File: config.mk
export PLATFORM = sky130hd
export DESIGN_NAME = player_cannon
export DESIGN_NICKNAME = d
export VERILOG_FILES = /design/src/rtl/game_pkg.sv /design/src/rtl/aabb_overlap.sv /design/src/rtl/player_cannon.sv
export SDC_FILE = /design/constraint.sdc
export NUM_CORES = 1
export LEC_CHECK = 0
export CELL_PAD_IN_SITES_DETAIL_PLACEMENT = 0
export CELL_PAD_IN_SITES_GLOBAL_PLACEMENT = 1
export CORE_MARGIN = 2
export CORE_UTILIZATION = 30
export CTS_BUF_LIST = sky130_fd_sc_hd__clkbuf_2
export CTS_CLUSTER_DIAMETER = 80
export CTS_CLUSTER_SIZE = 28
export DETAILED_ROUTE_END_ITERATION = 8
export PLACE_DENSITY_LB_ADDON = 0.1
export RECOVER_POWER = 25
export REMOVE_ABC_BUFFERS = 1
export SLEW_MARGIN = 0
export SYNTH_ARGS = -nofsm -noshare
export SYNTH_HDL_FRONTEND = slang
export SYNTH_HIERARCHICAL = 1
export SYNTH_SLANG_ARGS = --single-unit
File: constraint.sdc
create_clock -name frame_clk -period 4.46 [get_ports frame_clk]
set_clock_uncertainty 0.1 [all_clocks]
set_input_delay 0.446 -clock frame_clk [delete_from_list [all_inputs] [get_ports frame_clk]]
set_output_delay 0.446 -clock frame_clk [all_outputs]
set_load 0.03 [all_outputs]
File: src/rtl/game_pkg.sv
// Shared screen constants, sprite sizes and cannon state type for the game datapath.
package game_pkg;

    localparam int SCREEN_H    = 480;
    localparam int LASER_Y_MIN = 8;

    localparam int SHIP_W  = 30;
    localparam int ENEMY_W = 16;
    localparam int ENEMY_H = 16;
    localparam int LASER_W = 2;
    localparam int LASER_H = 8;

    typedef enum logic [1:0] {
        IDLE,
        FLIGHT,
        COOLDOWN
    } cannon_state_t;

endpackage

File: src/rtl/aabb_overlap.sv
// Inclusive axis-aligned box overlap test, purely combinational (zero latency).
// No flow control; 11-bit operands keep the far edges from wrapping.
module aabb_overlap #(
    parameter int A_W = 2,
    parameter int A_H = 8,
    parameter int B_W = 16,
    parameter int B_H = 16
) (
    input  logic [10:0] ax,
    input  logic [10:0] ay,
    input  logic [10:0] bx,
    input  logic [10:0] by,
    output logic        overlap
);

    assign overlap = (ax <= bx + 11'(B_W - 1)) &&
                     (bx <= ax + 11'(A_W - 1)) &&
                     (ay <= by + 11'(B_H - 1)) &&
                     (by <= ay + 11'(A_H - 1));

endmodule

File: src/rtl/player_cannon.sv
// Player laser cannon: launch on fire edge, step once per frame, hit-test all enemies.
// All outputs registered (one frame latency); no flow control, extra fire edges are dropped.
module player_cannon
    import game_pkg::*;
#(
    parameter int N_ENEMY         = 4,
    parameter int LASER_SPEED     = 8,
    parameter int COOLDOWN_FRAMES = 15
) (
    input  logic                   frame_clk,
    input  logic                   Reset,
    input  logic                   fire,
    input  logic [9:0]             PSX,
    input  logic [9:0]             PSY,
    input  logic [10*N_ENEMY-1:0]  EX_all,
    input  logic [10*N_ENEMY-1:0]  EY_all,
    input  logic [N_ENEMY-1:0]     enemy_alive,
    output logic [9:0]             laserX,
    output logic [9:0]             laserY,
    output logic                   laserexists,
    output logic [N_ENEMY-1:0]     Ehit,
    output logic                   score_inc
);

    localparam int CW = $clog2(COOLDOWN_FRAMES + 1);

    cannon_state_t      state, state_nxt;
    logic [CW-1:0]      count, count_nxt;
    logic               fire_prev;
    logic               fire_edge;
    logic [9:0]         x_nxt, y_nxt, launch_x, launch_y;
    logic               exists_nxt;
    logic [N_ENEMY-1:0] ehit_nxt, overlap, hits, first_hit;

    for (genvar i = 0; i < N_ENEMY; i++) begin : g_enemy
        aabb_overlap #(
            .A_W(LASER_W), .A_H(LASER_H), .B_W(ENEMY_W), .B_H(ENEMY_H)
        ) u_box (
            .ax     ({1'b0, laserX}),
            .ay     ({1'b0, laserY}),
            .bx     ({1'b0, EX_all[10*i +: 10]}),
            .by     ({1'b0, EY_all[10*i +: 10]}),
            .overlap(overlap[i])
        );
    end

    assign hits      = overlap & enemy_alive;
    // Isolate the lowest set bit so the lowest-indexed enemy wins a tie.
    assign first_hit = hits & (~hits + N_ENEMY'(1));
    assign fire_edge = fire & ~fire_prev;

    assign launch_x = PSX + 10'(SHIP_W / 2 - LASER_W / 2);
    assign launch_y = (PSY < 10'(LASER_H + LASER_Y_MIN)) ? 10'(LASER_Y_MIN)
                                                         : PSY - 10'(LASER_H);

    always_comb begin
        state_nxt  = state;
        count_nxt  = count;
        x_nxt      = laserX;
        y_nxt      = laserY;
        exists_nxt = laserexists;
        ehit_nxt   = '0;
        case (state)
            IDLE: begin
                if (fire_edge) begin
                    exists_nxt = 1'b1;
                    x_nxt      = launch_x;
                    y_nxt      = launch_y;
                    state_nxt  = FLIGHT;
                end
            end
            FLIGHT: begin
                if (|hits || laserY < 10'(LASER_Y_MIN + LASER_SPEED)) begin
                    ehit_nxt   = first_hit;
                    exists_nxt = 1'b0;
                    x_nxt      = '0;
                    y_nxt      = '0;
                    count_nxt  = CW'(COOLDOWN_FRAMES - 1);
                    state_nxt  = COOLDOWN;
                end else begin
                    y_nxt = laserY - 10'(LASER_SPEED);
                end
            end
            COOLDOWN: begin
                if (count == '0) begin
                    state_nxt = IDLE;
                end else begin
                    count_nxt = count - CW'(1);
                end
            end
            default: state_nxt = IDLE;
        endcase
    end

    always_ff @(posedge frame_clk or posedge Reset) begin
        if (Reset) begin
            state       <= IDLE;
            count       <= '0;
            fire_prev   <= 1'b1;
            laserX      <= '0;
            laserY      <= '0;
            laserexists <= 1'b0;
            Ehit        <= '0;
            score_inc   <= 1'b0;
        end else begin
            state       <= state_nxt;
            count       <= count_nxt;
            fire_prev   <= fire;
            laserX      <= x_nxt;
            laserY      <= y_nxt;
            laserexists <= exists_nxt;
            Ehit        <= ehit_nxt;
            score_inc   <= |ehit_nxt;
        end
    end

endmodule

==> flow_summary.toml <==
[yosys]
synthTopCellsByArea = "ha_1, dfrtp_1, xor2_1"
ys_top_cells_by_count = "ha_1, xor2_1, nand2_1"
ys_seq_elements = 33
synth_cell_type_count = 64
syn-cell-area_sq_mm = 0.008074
async_flop_share = 1.000
syn_avg_cell_area_sq_um = 8.058
synth_ff_type = "dfrtp_1"
ys_warn_count = 6
synth_edf_count = 0
synth.most_common_cell = "ha_1"
ys_seq_area_frac = 0.1024
netlist_instances = 1002
yosysTopAreaCell = "ha_1"
synth_top_cell_area_share = 0.2913

[critical_path]
critPathKind = "flip-flop to flip-flop"
arrival_ps = 4250
cp-end-kind = "flip-flop"
path_cells = "inv_1 -> ha_1 -> nand2b_1 -> and3_1 -> nand4_1 -> xor2_1 -> ha_1 -> nand4_1 -> a211oi_1 -> a2111oi_1 -> o22ai_1 -> a221oi_2 -> nand2_1 -> and4_1 -> buf_4 -> a32oi_1 -> o221ai_1"
cp_top_family = "compound AO/OA/AOI/OAI gates"
slowest_delay_ps = 550
critPathRequiredTime_ps = 4600
slowest_stage = "dfrtp_2"
crit_buf_inv = 2
cp_max_fo = 9
cp-start-kind = "flip-flop"

[global_route]
grt.total_usage = 0.1738
antenna_found_initial = 1
grt_max_degree = 34
grt_pass1_wl_um = 39970
grt_remaining_overflow = 0
grt_pass1_vias = 7795

[power_and_ir_drop]
p_leak_nw = 4.380
pwr_density_cell_mw_per_mm2 = 485.5
ir_drop_mv = 0.2467

[drt]
drc = 0
wl_per_cell_um = 15.75
postRouteAntennaNets = 0
drt_iter0_markers = 288
vias = 7852
first_pass_iters = 4
via_per_inst = 4.995
wl_um = 24760

[layout]
nets = 1525
area_growth_pct = 29.43
diodes = 0
drive_gt1_frac = 0.08286
fin_area_sq_mm = 0.01045
n_fill_cell = 2759

[cts]
clkLatencyLatePin_ps = 370
cts_tree = "built"
clockBufferDepth = 2
cts_htree_levels = 2
cts_sinks = 33
cts_buffers = 5
cts_hold_buf = 0
clk_pin_slew_ps = 180
root_buffer = "clkbuf_2"

[sta]
rsz0062_at_grt = "no"
hold_violations = 0
setup_viol = 0
worst_slew_pin_slew_ps = 1825
fin_crit_ps = 4104
max_freq_mhz = 243.7
setup_tns_ps = 0
relSlewSlack = -0.2170
final-max-slew-violation-count = 34
min_period_over_period = 0.9202

[floorplanning]
initial_core_util = 0.3030
io_pins = 133
rows = 60
fp.dieW_um = 168.1
core_sq_mm = 0.02665
die_y_um = 168.1
dieArea_sq_mm = 0.02824

[min_path]
hold_class = "flip-flop to flip-flop"

[placed_design]
gp_congestion = 0.8190
hpwlAfterDp_um = 20960
numPortBuffers = 132
dpl-instance-area_sq_mm = 0.01041

[outcome]
violations = "capacitance limit, slew limit"
status = "finished with violations"

[job]
drv_cap = 1
## placed cells by master, fill, tap and decap left out, types with 3 or more instances in the layout
cell	count
and2_1	3
a2111oi_1	5
conb_1	32
a2111oi_2	3
dfrtp_1	30
nor3_1	39
clkbuf_2	5
clkdlybuf4s50_1	130
buf_12	3
o31ai_1	4
a211oi_1	25
a21oi_2	6
nand4_1	62
xnor2_1	70
nor3b_1	4
or3_1	8
o21ai_1	6
a22oi_1	3
buf_4	60
xor2_1	84
ha_1	188
nand2_1	82
o21ai_0	27
nor2_1	73
a211oi_2	8
nand2b_1	10
nand3b_1	20
o22ai_1	4
a21oi_1	52
a221oi_2	3
nand3_1	49
and3_1	17
inv_1	57
a22o_1	11
## flip-flops by register name (all words and copies together) (netlist names)
| name | flops |
|---|---|
| Ehit | 4 |
| count | 4 |
| score_inc | 1 |
| fire_prev | 1 |
| laserY | 10 |
| laserX | 10 |
| laserexists | 1 |
| state | 2 |
## final cells by class
cell class              instances  area (sq um)  area share
clock buffers                   5         25.02    0.002395
clock inverters                 3         12.51    0.001197
inverters                      57         214.0     0.02047
multi-input cells             937          7107      0.6801
flip-flops and latches         33         829.5     0.07938
well taps                     341         426.7     0.04083
repair buffers                196          1836      0.1756
## repair_timing
item / CTS / global route
setup endpoints to repair: 0 / 12
hold endpoints to repair: 0 / 0
buffers inserted: 0 / 0
gates resized for setup: 0 / 2
## path summary, 6_finish.rpt
check	cells past startpoint	startpoint	to	slack (ps)
worst min register to register	1	count[3]$_DFFE_PP0P_	count[3]$_DFFE_PP0P_	410
worst min-delay path	1	count[3]$_DFFE_PP0P_	count[3]$_DFFE_PP0P_	410
max in group asynchronous	3	Reset	laserY[0]$_DFFE_PP0P_	2060
worst max-delay path	17	laserY[0]$_DFFE_PP0P_	laserY[6]$_DFFE_PP0P_	360
worst max register to register	17	laserY[0]$_DFFE_PP0P_	laserY[6]$_DFFE_PP0P_	360
min in group asynchronous	3	Reset	state[1]$_DFFE_PP0P_	1040
## stage by stage
| step | power (mW) | std cells | util | hold slack, ps | worst slack, ps |
|---|---|---|---|---|---|
| 3_5_place_dp | 4.971 | 1564 | 0.3908 | 381.9 | 80.61 |
| 5_1_grt | 5.710 | 1572 | 0.3921 | 447.7 | 50.94 |
| 4_1_cts | 5.135 | 1572 | 0.3922 | 342.2 | 139.4 |
| 2_1_floorplan | 3.406 | 1027 | - | 344.7 | 695.4 |
| 6_report | 5.073 | 1572 | 0.3921 | 407.1 | 356.0 |
| 3_3_place_gp | 4.979 | 1564 | 0.3908 | 389.8 | 165.9 |
## per-layer routing
metal,vias to the layer above,routed length (um),global-route usage
met2,127,11190,0.2991
met4,2,232,0.02174
met5,-,13,0
met3,18,781,0.01740
li1,4164,-,-
met1,3541,12540,0.2416
## power breakdown
part / leakage [nW] / total [mW] / internal, mW / switching, mW
Combinational: 3.94 / 4.11 / 1.89 / 2.21
Sequential: 0.413 / 0.828 / 0.415 / 0.413
Clock: 0.0278 / 0.137 / 0.0343 / 0.102
## cells by family (layout without fill, tap and decap cells)
| logic type | after synthesis | after routing | synth area share |
|---|---|---|---|
| buf+inv | 63 | 261 | 0.03177 |
| other cells | 1 | 32 | 0.0004645 |
| xor+xnor | 154 | 154 | 0.1671 |
| flops | 33 | 33 | 0.1024 |
| fa+ha+maj | 188 | 188 | 0.2913 |
| compound gates | 182 | 182 | 0.1627 |
| simple gates | 381 | 381 | 0.2442 |
No activity file was read; power rests on OpenSTA's default activity.
